`config.mk`:
```
export PLATFORM = sky130hd
export DESIGN_NAME = t03_fetch
export DESIGN_NICKNAME = d
export VERILOG_FILES = /design/src/rtl/t03_fetch.sv
export SDC_FILE = /design/constraint.sdc
export NUM_CORES = 1
export LEC_CHECK = 0
export CAP_MARGIN = 0
export CORE_MARGIN = 1.5
export CORE_UTILIZATION = 44
export CTS_BUF_LIST = sky130_fd_sc_hd__clkbuf_8
export CTS_CLUSTER_DIAMETER = 200
export DETAILED_ROUTE_END_ITERATION = 10
export HOLD_SLACK_MARGIN = 0.1
export PLACE_DENSITY = 0.87
export SLEW_MARGIN = 20
export SYNTH_ARGS = -nofsm -noshare
export SYNTH_HDL_FRONTEND = slang
export SYNTH_SLANG_ARGS = --single-unit
```
`constraint.sdc`:
```
create_clock -name clk -period 3.45 [get_ports clk]
set_input_delay 0.69 -clock clk [delete_from_list [all_inputs] [get_ports clk]]
set_output_delay 0.69 -clock clk [all_outputs]
set_load 0.01 [all_outputs]
```
`src/rtl/t03_fetch.sv`:
```
// Instruction fetch stage: one outstanding memory request, result held for decode.
// Latency: request issued the cycle after the address is sampled; word visible the cycle after instrAck.
// Backpressure: stall=1 in HOLD freezes the delivered word and keeps freezePc high.
module t03_fetch #(
  parameter int unsigned TIMEOUT_CYCLES = 255,
  parameter logic [31:0] NOP_INSTR      = 32'h00000013
) (
  input  logic        clk,
  input  logic        rst,
  input  logic [31:0] fetchAddr,
  input  logic        stall,
  output logic        instrReq,
  output logic [31:0] instrAddr,
  input  logic        instrAck,
  input  logic [31:0] instrData,
  output logic [31:0] instruction,
  output logic        instrValid,
  output logic        freezePc,
  output logic        fetchFault
);

  // Counter is at least 8 bits, wider only if the timeout needs it.
  localparam int CNT_W = ($clog2(TIMEOUT_CYCLES + 1) > 8) ? $clog2(TIMEOUT_CYCLES + 1) : 8;
  localparam logic [CNT_W-1:0] CNT_LAST = CNT_W'(TIMEOUT_CYCLES - 1);

  typedef enum logic [1:0] {
    IDLE  = 2'd0,
    REQ   = 2'd1,
    HOLD  = 2'd2,
    FAULT = 2'd3
  } state_t;

  state_t           state_q, state_d;
  logic [31:0]      addr_q, addr_d;
  logic [31:0]      instr_q, instr_d;
  logic [CNT_W-1:0] cnt_q, cnt_d;
  logic             addr_aligned;

  assign addr_aligned = (fetchAddr[1:0] == 2'b00);

  // Next-state logic: sample the PC in IDLE or on a consume cycle, wait for ack or timeout in REQ.
  always_comb begin
    state_d = state_q;
    addr_d  = addr_q;
    instr_d = instr_q;
    cnt_d   = cnt_q;
    case (state_q)
      IDLE: begin
        if (addr_aligned) begin
          addr_d  = fetchAddr;
          state_d = REQ;
        end else begin
          instr_d = NOP_INSTR;
          state_d = FAULT;
        end
      end
      REQ: begin
        // Ack is checked first so it wins over a timeout in the same cycle.
        if (instrAck) begin
          instr_d = instrData;
          cnt_d   = '0;
          state_d = HOLD;
        end else if (cnt_q == CNT_LAST) begin
          instr_d = NOP_INSTR;
          cnt_d   = '0;
          state_d = FAULT;
        end else begin
          cnt_d = cnt_q + 1'b1;
        end
      end
      HOLD: begin
        if (!stall) begin
          if (addr_aligned) begin
            addr_d  = fetchAddr;
            state_d = REQ;
          end else begin
            instr_d = NOP_INSTR;
            state_d = FAULT;
          end
        end
      end
      FAULT: begin
        state_d = FAULT;
      end
      default: begin
        state_d = IDLE;
      end
    endcase
  end

  // State registers; reset overrides any ack or stall seen in the same cycle.
  always_ff @(posedge clk) begin
    if (rst) begin
      state_q <= IDLE;
      addr_q  <= '0;
      instr_q <= NOP_INSTR;
      cnt_q   <= '0;
    end else begin
      state_q <= state_d;
      addr_q  <= addr_d;
      instr_q <= instr_d;
      cnt_q   <= cnt_d;
    end
  end

  // Outputs decode straight from the state flop, except freezePc which must react to stall in-cycle.
  assign instrReq    = (state_q == REQ);
  assign instrValid  = (state_q == HOLD);
  assign fetchFault  = (state_q == FAULT);
  assign freezePc    = !((state_q == HOLD) && !stall);
  assign instrAddr   = addr_q;
  assign instruction = instr_q;

endmodule

```
==> results.yml, run 1 <==
setup_path:
  crit_path_top_delay_cell: "clkdlybuf4s50_1"
  crit_top_cell: "clkdlybuf4s50_1"
  crit_path_max_incr_delay_ps: 580
  crit_family: "buffers and inverters"
  crit_type: "in2out"
  path_buf_inv: 2
  arrival_ps: 1930
  worstPathMaxFanout: 4
  cp.required_ps: 2760
  crit_chain: "clkdlybuf4s50_1 > nand2b_1 > clkdlybuf4s50_1"
  start_kind: "primary input"
  critPathCaptureType: "output port"
timing:
  grt_setup_unrepaired: "no"
  finalCriticalPeriod_ps: 2620
  drv_slew: 0
  fin_tns_setup_ps: 0
  clock.fmax_mhz: 381
  setup_viol: 0
  hold_viol: 0
  fin_crit_sh_pct: 76.0
  skew_ps: 8.00
  worstMarginPinSlew_ps: 963
  slew_headroom_pct: 35.7
clock_tree:
  root_buffer: "clkbuf_8"
  cts_buffer_depth: 2
  cts_buffers: 9
  clk_latency_ps: 330
  htree_levels: 3
  clk_pin_slew_ps: 70
  postCtsResizedCells: 0
  cts_tree: "yes"
  hold_buffers: 0
  cts.sinks: 74
  cts_setup_buffers: 0
detailed_routing:
  vias: 2563
  route.detailed.wl_per_inst_um: 14.2
  final_antenna_net_count: 0
  wl_um: 7010
  dr.pass1.iters: 4
  via_per_inst: 5.19
  drt_iter0_drc: 84
  drcViolationCount: 0
finish:
  drive_gt1_share_pct: 6.68
  postLayoutCoreUtil_pct: 72.5
  num_antenna_cells: 0
  num-fill-cells: 436
  syn_to_final_growth_pct: 59.5
  nets: 484
global_route:
  grt_pass1_wl_um: 10600
  grt-ovfl-total: 0
  grt_util_all_layers_pct: 21.0
  grt_pass1_vias: 2314
  antenna_found_initial: 0
  grt_max_degree: 33
floorplanning:
  coreArea_sq_mm: 0.00592
  die_area_sq_mm: 0.00660
  row_count: 28
  die_y_um: 81.2
  fp.dieW_um: 81.2
  start_util_pct: 45.5
  top_level_ports: 136
pwr:
  cellLeakagePower_uw: 0.00157
  vdd_drop_max_mv: 0.264
  p_per_area_mw_per_mm2: 443
place:
  io_buffers: 135
  place_congestion: 0.777
  dpl.hpwl_um: 5030
hold_path:
  holdCritPathClass: "reg2reg"
yosys:
  avgSynthCellArea_sq_um: 9.48
  ys.warnings.count: 0
  synth_nets: 354
  synth_area_sq_mm: 0.00269
  ys_types: 37
  synthCells: 284
  ys_seq_elements: 74
  ys_seq_area_share_pct: 55.0
flow_run:
  cap_violations: 0
status:
  status: "completed"
==> layer usage <==
metal / GRT usage [%] / share of wire, % / vias up
met3: 8.09 / 12 / 9
met2: 34.0 / 46 / 122
met1: 24.4 / 41 / 1183
li1: - / - / 1249
met4: 9.83 / 1.3 / 0
met5: 0 / 0 / -
==> kinds of logic after synthesis <==
group                      after synthesis  synth area share, %
and+or+nand+nor                        105                 17.8
buffers and inverters                   25                 5.02
DFF                                     74                 55.0
AOI/OAI and AO/OA                       78                 21.2
adders and majority gates                2                0.930
==> tightest hold or removal path: cells and delay by family, from the launching register on <==
kind                   cells  cell delay [ps]
AOI/OAI and AO/OA          1               50
buffers and inverters      1               50
DFF                        1              310
==> worst paths after layout <==
kind / slack [ps] / start / cells after the start / to
min: 450 / instruction[4] / 2 / instruction[4]
max: 830 / stall / 3 / freezePc
max reg2reg: 1640 / cnt_q[0] / 7 / instruction[24]
min reg2reg: 450 / instruction[4] / 2 / instruction[4]
==> Yosys cell counts, drive strengths merged <==
cell type | n | area, sq um
inv | 5 | 18.8
nand3b | 3 | 22.5
clkbuf | 10 | 47.5
and2 | 2 | 13.8
and4 | 2 | 17.5
nor2 | 7 | 26.3
dfxtp | 74 | 1480
ha | 2 | 25.0
nand3 | 7 | 35.0
a41oi | 2 | 36.3
a2bb2oi | 1 | 8.76
a21oi | 35 | 186
nand4 | 1 | 6.26
nand2 | 69 | 259
nor3 | 2 | 10.0
and3 | 1 | 6.26
a22o | 29 | 254
o21bai | 1 | 18.8
or3b | 1 | 11.3
a31oi | 6 | 37.5
a311oi | 1 | 8.76
or3 | 4 | 26.3
o21a | 1 | 7.51
buf | 10 | 68.8
nand2b | 2 | 12.5
nor3b | 3 | 22.5
o21ai | 1 | 5.00
and2b | 1 | 8.76
a221oi | 1 | 8.76
==> cells in the final DEF, fill, tap and decap left out, types with 2 or more instances in the layout <==
master           instances
bufinv_16                2
nand3_1                  7
clkdlybuf4s50_1        135
nor3_1                   2
nand2_1                 69
clkbuf_8                12
dfxtp_1                 74
nand2b_1                 2
ha_1                     2
nor2_1                   7
buf_4                    4
a31oi_1                  6
a22o_1                  29
and4_1                   2
or3_1                    3
a21oi_1                 34
nand3b_1                 3
inv_1                    5
nor3b_1                  2
==> stage by stage <==
step           cells  power [uW]  hold slack [ps]  instance area (sq um)  setup slack, ps
2_1_floorplan    284        1010              468                   2690             1630
3_3_place_gp     478        1160              430                   4060              836
3_5_place_dp     478        1160              438                   4060              809
4_1_cts          494        1930              449                   4290              802
5_1_grt          494        1980              470                   4290              759
6_report         494        1900              446                   4290              828
==> final cells by class <==
type | count | area, sq um | share of cell area [%]
sequential | 74 | 1480 | 34.5
timing repair buffer | 139 | 1380 | 32.2
multi-input combinational | 185 | 1080 | 25.2
clock buffer | 12 | 165 | 3.85
tap | 75 | 93.8 | 2.19
clock inverter | 4 | 72.6 | 1.69
inverter | 5 | 18.8 | 0.437
==> registers in the layout, indices dropped and copies added, names as in the netlist <==
name and count:
instruction 32, cnt_q 8, instrAddr 32, state_q 2
==> report_power, final <==
| group | internal, uW | total, uW | switching, uW |
|---|---|---|---|
| clock network | 465 | 762 | 296 |
| registers | 882 | 899 | 16.8 |
| logic | 144 | 242 | 97.9 |
| total | 1490 | 1900 | 411 |
Note: power is estimated with default switching activity, not from simulation.
==> run 2, diff against run 1 <==
--- a/config.mk
+++ b/config.mk
@@ -7,12 +7,12 @@
 export LEC_CHECK = 0
 export CAP_MARGIN = 0
 export CORE_MARGIN = 1.5
-export CORE_UTILIZATION = 44
+export CORE_UTILIZATION = 37
 export CTS_BUF_LIST = sky130_fd_sc_hd__clkbuf_8
 export CTS_CLUSTER_DIAMETER = 200
 export DETAILED_ROUTE_END_ITERATION = 10
 export HOLD_SLACK_MARGIN = 0.1
-export PLACE_DENSITY = 0.87
+export PLACE_DENSITY = 0.78
 export SLEW_MARGIN = 20
 export SYNTH_ARGS = -nofsm -noshare
 export SYNTH_HDL_FRONTEND = slang
==> constraint.sdc (replaced) <==
create_clock -name clk -period 2.3 [get_ports clk]
set_input_delay 0.46 -clock clk [delete_from_list [all_inputs] [get_ports clk]]
set_output_delay 0.46 -clock clk [all_outputs]
set_load 0.01 [all_outputs]
==> run 2 against run 1 <==
Against the previous run: routed wire length shrank 0.83%; register-to-register slack lost 1000 ps; power grew 36%; hold slack gained 1.8 ps; clock skew shrank 2.4 ps; critical path depth is the same; final cell count grew 5.5%; clock power grew 13%; count of clock-buffer cells in the layout shrank 3; sequential power grew 50%; critical endpoint unchanged; highest routed layer unchanged.
==> results.yml, run 2 (synthesized netlist as in run 1, its figures left out) <==
status:
  status: "completed"
finish:
  num_antenna_cells: 0
  drive_gt1_share_pct: 7.76
  nets: 490
  postLayoutCoreUtil_pct: 62.6
  syn_to_final_growth_pct: 60.6
  final_common_cell: "clkdlybuf4s50_1"
  final_cell_mix: "clkdlybuf4s50_1 (135), dfxtp_1 (74), nand2_1 (69)"
  num-fill-cells: 626
  final_cells: 521
place:
  io_buffers: 135
  place_ws_ps: 163
  dpl.hpwl_um: 4960
  dpl.cell_count: 505
  place_congestion: 0.891
setup_path:
  cp.required_ps: 1840
  arrival_ps: 1670
  start_kind: "primary input"
  crit_type: "in2out"
  critPathCaptureType: "output port"
  worstPathMaxFanout: 4
pwr:
  p_per_area_mw_per_mm2: 600
  vdd_drop_max_mv: 0.295
  cellLeakagePower_uw: 0.00157
detailed_routing:
  vias: 2554
  wl_um: 6950
  final_antenna_net_count: 0
  drcViolationCount: 0
  drt_iter0_drc: 102
  via_per_inst: 4.90
  dr.pass1.iters: 5
  route.detailed.wl_per_inst_um: 13.3
floorplanning:
  fp.dieW_um: 88.3
  die_y_um: 88.3
  coreArea_sq_mm: 0.00691
  die_area_sq_mm: 0.00779
  row_count: 30
  start_util_pct: 39.0
  top_level_ports: 136
flow_run:
  cap_violations: 0
clock_tree:
  cts_buffer_depth: 2
  cts_setup_buffers: 0
  clk_pin_slew_ps: 70
  cts_buffers: 9
  htree_levels: 3
  cts.sinks: 74
  postCtsResizedCells: 0
  root_buffer: "clkbuf_8"
  hold_buffers: 0
  cts_tree: "yes"
  clk_latency_ps: 340
global_route:
  grt_pass1_wl_um: 10800
  antenna_found_initial: 0
  grt_max_degree: 33
  grt-ovfl-total: 0
  grt_util_all_layers_pct: 18.0
  grt_pass1_vias: 2464
timing:
  clock.fmax_mhz: 470
  fin_crit_sh_pct: 92.5
  fin_tns_setup_ps: 0
  drv_slew: 0
  setup_slack_ps: 172
  skew_ps: 5.57
  slew_headroom_pct: 78.9
  fin_hold_ws_ps: 448
  finalCriticalPeriod_ps: 2130
  hold_viol: 0
  setup_viol: 0
  worstMarginPinSlew_ps: 314
  grt_setup_unrepaired: "no"
hold_path:
  holdCritPathClass: "reg2reg"
## run 2: metrics by stage
stage               power, uW  instance area, sq um
floorplan                1520                  2690
global placement         1750                  4150
detailed placement       1760                  4150
CTS                      2640                  4320
global route             2700                  4320
finish                   2590                  4320
## run 2: final timing paths
path,start,to,slack (ps),cells after the start
max,stall,freezePc,170,3
min reg2reg,instruction[4],instruction[4],450,2
max reg2reg,cnt_q[0],instruction[21],640,7
min,instruction[4],instruction[4],450,2
## run 2: routing by layer
metal / track usage (%) / vias to the layer above / wire length [um]
li1: - / 1257 / -
met3: 7.56 / 8 / 801
met2: 29.4 / 129 / 3070
met4: 8.81 / 0 / 101
met1: 20.3 / 1160 / 2980
met5: 0 / - / 0
## run 2: cell type report
cell class | instances | area (sq um) | share of cell area (%)
Sequential cell | 74 | 1480 | 34.3
Timing Repair Buffer | 145 | 1450 | 33.6
Multi-Input combinational cell | 185 | 1080 | 25.0
Clock buffer | 9 | 124 | 2.87
Tap cell | 96 | 120 | 2.78
Clock inverter | 7 | 46.3 | 1.07
Inverter | 5 | 18.8 | 0.434
## run 2: power breakdown
part           internal, uW  switching, uW
combinational           231            149
sequential             1320           25.0
clock                   389            475
## run 2: worst max-delay path, cell delays in order
cell and delay (ps):
clkdlybuf4s50_1 560, nand2b_1 130, clkdlybuf4s50_1 530
==> run 3, diff against run 2 <==
--- a/config.mk
+++ b/config.mk
@@ -5,14 +5,13 @@
 export SDC_FILE = /design/constraint.sdc
 export NUM_CORES = 1
 export LEC_CHECK = 0
-export CAP_MARGIN = 0
-export CORE_MARGIN = 1.5
-export CORE_UTILIZATION = 37
+export CORE_MARGIN = 2
+export CORE_UTILIZATION = 44
 export CTS_BUF_LIST = sky130_fd_sc_hd__clkbuf_8
 export CTS_CLUSTER_DIAMETER = 200
 export DETAILED_ROUTE_END_ITERATION = 10
 export HOLD_SLACK_MARGIN = 0.1
-export PLACE_DENSITY = 0.78
+export PLACE_DENSITY = 0.87
 export SLEW_MARGIN = 20
 export SYNTH_ARGS = -nofsm -noshare
 export SYNTH_HDL_FRONTEND = slang
==> constraint.sdc (replaced) <==
create_clock -name clk -period 2.5 [get_ports clk]
set_input_delay 0.5 -clock clk [delete_from_list [all_inputs] [get_ports clk]]
set_output_delay 0.5 -clock clk [all_outputs]
set_load 0.01 [all_outputs]
==> run 3 against run 2 <==
Against the previous run: power decreased by 1.8%; non-clock buffer count is 3 lower; clock power rose by 11%; register-to-register slack improved by 150 ps; final cell count down 4.8%; count of clock-buffer cells in the layout unchanged; first-iteration DRC count decreased by 31%; design area shrank 0.58%; clock skew up 0.78 ps; die area decreased by 13%; worst setup slack improved by 120 ps; global-route usage up 2.8 points; critical path type unchanged.
==> results.yml, run 3 (synthesized netlist as in run 1, its figures left out) <==
status:
  status: "completed"
finish:
  final_common_cell: "clkdlybuf4s50_1"
  fin_area_sq_mm: 0.00430
  num_antenna_cells: 0
  syn_to_final_growth_pct: 59.6
  final_cells: 496
  drive_gt1_share_pct: 7.13
  nets: 487
  final_cell_mix: "clkdlybuf4s50_1 (135), dfxtp_1 (74), nand2_1 (69)"
setup_path:
  worstReg2RegStart: "cnt_q[0]"
  start_kind: "primary input"
  critPathCaptureType: "output port"
  crit_path_max_incr_delay_ps: 540
  crit_family: "buffers and inverters"
  cp.required_ps: 2000
  arrival_ps: 1710
  path_buf_inv: 2
  worstPathMaxFanout: 4
  crit_start: "stall"
  regToRegEndpoint: "instruction[23]"
  r2r_cells: 7
  crit_path_top_delay_cell: "clkdlybuf4s50_1"
  crit_top_cell: "clkdlybuf4s50_1"
  crit_type: "in2out"
  crit_chain: "clkdlybuf4s50_1 > nand2b_1 > clkdlybuf4s50_1"
  reg2reg_slack_ps: 790
timing:
  worstMarginPinSlew_ps: 390
  grt_setup_unrepaired: "no"
  fin_hold_ws_ps: 446
  setup_slack_ps: 289
  skew_ps: 6.35
  fin_crit_sh_pct: 88.4
  setup_viol: 0
  slew_headroom_pct: 74.0
  finalCriticalPeriod_ps: 2210
  clock.fmax_mhz: 452
  fin_tns_setup_ps: 0
  drv_slew: 0
  hold_viol: 0
floorplanning:
  die_y_um: 82.2
  fp.dieW_um: 82.2
  start_util_pct: 45.5
  row_count: 28
  die_area_sq_mm: 0.00676
  coreArea_sq_mm: 0.00592
  top_level_ports: 136
place:
  dpl_cell_area_sq_mm: 0.00409
  place_congestion: 0.875
  dpl.cell_count: 481
  dpl.hpwl_um: 5210
  place_ws_ps: 278
  io_buffers: 135
global_route:
  grt_pass1_vias: 2318
  grt_util_all_layers_pct: 20.8
  grt-ovfl-total: 0
  grt_max_degree: 39
  grt_pass1_wl_um: 10700
  antenna_found_initial: 0
clock_tree:
  cts_tree: "yes"
  htree_levels: 3
  cts.sinks: 74
  root_buffer: "clkbuf_8"
  clk_latency_ps: 330
  cts_setup_buffers: 0
  cts_buffer_depth: 2
  cts_buffers: 9
  postCtsResizedCells: 0
  clk_pin_slew_ps: 70
  hold_buffers: 0
hold_path:
  hold_path.startpoint: "instruction[0]"
  holdCritPathClass: "reg2reg"
  whs_path_depth: 2
  worstHoldEndpoint: "instruction[0]"
detailed_routing:
  via_per_inst: 5.12
  dr.pass1.iters: 4
  drt_iter0_drc: 70
  wl_um: 7120
  route.detailed.wl_per_inst_um: 14.4
  drcViolationCount: 0
  final_antenna_net_count: 0
  vias: 2539
pwr:
  vdd_drop_max_mv: 0.380
  p_per_area_mw_per_mm2: 592
  cellLeakagePower_uw: 0.00157
flow_run:
  cap_violations: 0
-- run 3: changes by cell type in the layout (fill, tap and decap cells not counted), sizes merged --
cell / change
bufinv: +2
inv: -2
buf: -3
clkinvlp: -1
-- run 3: metrics by stage --
stage	total power [uW]	util [%]
2_1_floorplan	1400	-
6_report	2550	72.6
4_1_cts	2570	72.6
3_5_place_dp	1610	69.1
3_3_place_gp	1600	69.1
5_1_grt	2660	72.6
-- run 3: worst max-delay path by stage --
stage | slack (ps) | endpoint | cells after the start
2_1_floorplan | 870 | instruction[2] | 5
3_3_place_gp | 290 | freezePc | 3
3_5_place_dp | 280 | freezePc | 3
4_1_cts | 270 | freezePc | 3
5_1_grt | 220 | freezePc | 3
6_report | 290 | freezePc | 3
-- run 3: cell type report --
type	instances	area, sq um
fillers	431	1620
flip-flops and latches	74	1480
repair buffers	142	1420
multi-input cells	185	1080
clock buffers	9	124
well taps	75	93.8
clock inverters	6	82.6
inverters	5	18.8
-- run 3: worst register-to-register path, delay by kind of cell, from the launching register on --
| kind | cells | cell delay (ps) |
|---|---|---|
| AOI/OAI and AO/OA | 3 | 560 |
| adders and majority gates | 1 | 230 |
| buffers and inverters | 2 | 280 |
| DFF | 1 | 340 |
| and+or+nand+nor | 1 | 170 |
-- run 3: per-layer routing --
layer	vias to the layer above	global-route usage (%)	wire, um
met2	123	33.5	3220
li1	1257	-	-
met3	9	9.89	972
met1	1150	23.5	2820
met4	0	8.50	99
met5	-	0	0
-- run 3: power breakdown --
part / leakage, uW / internal [uW] / switching (uW)
Clock: 0.000105 / 551 / 410
Combinational: 0.000865 / 207 / 137
Sequential: 0.000601 / 1220 / 23.4
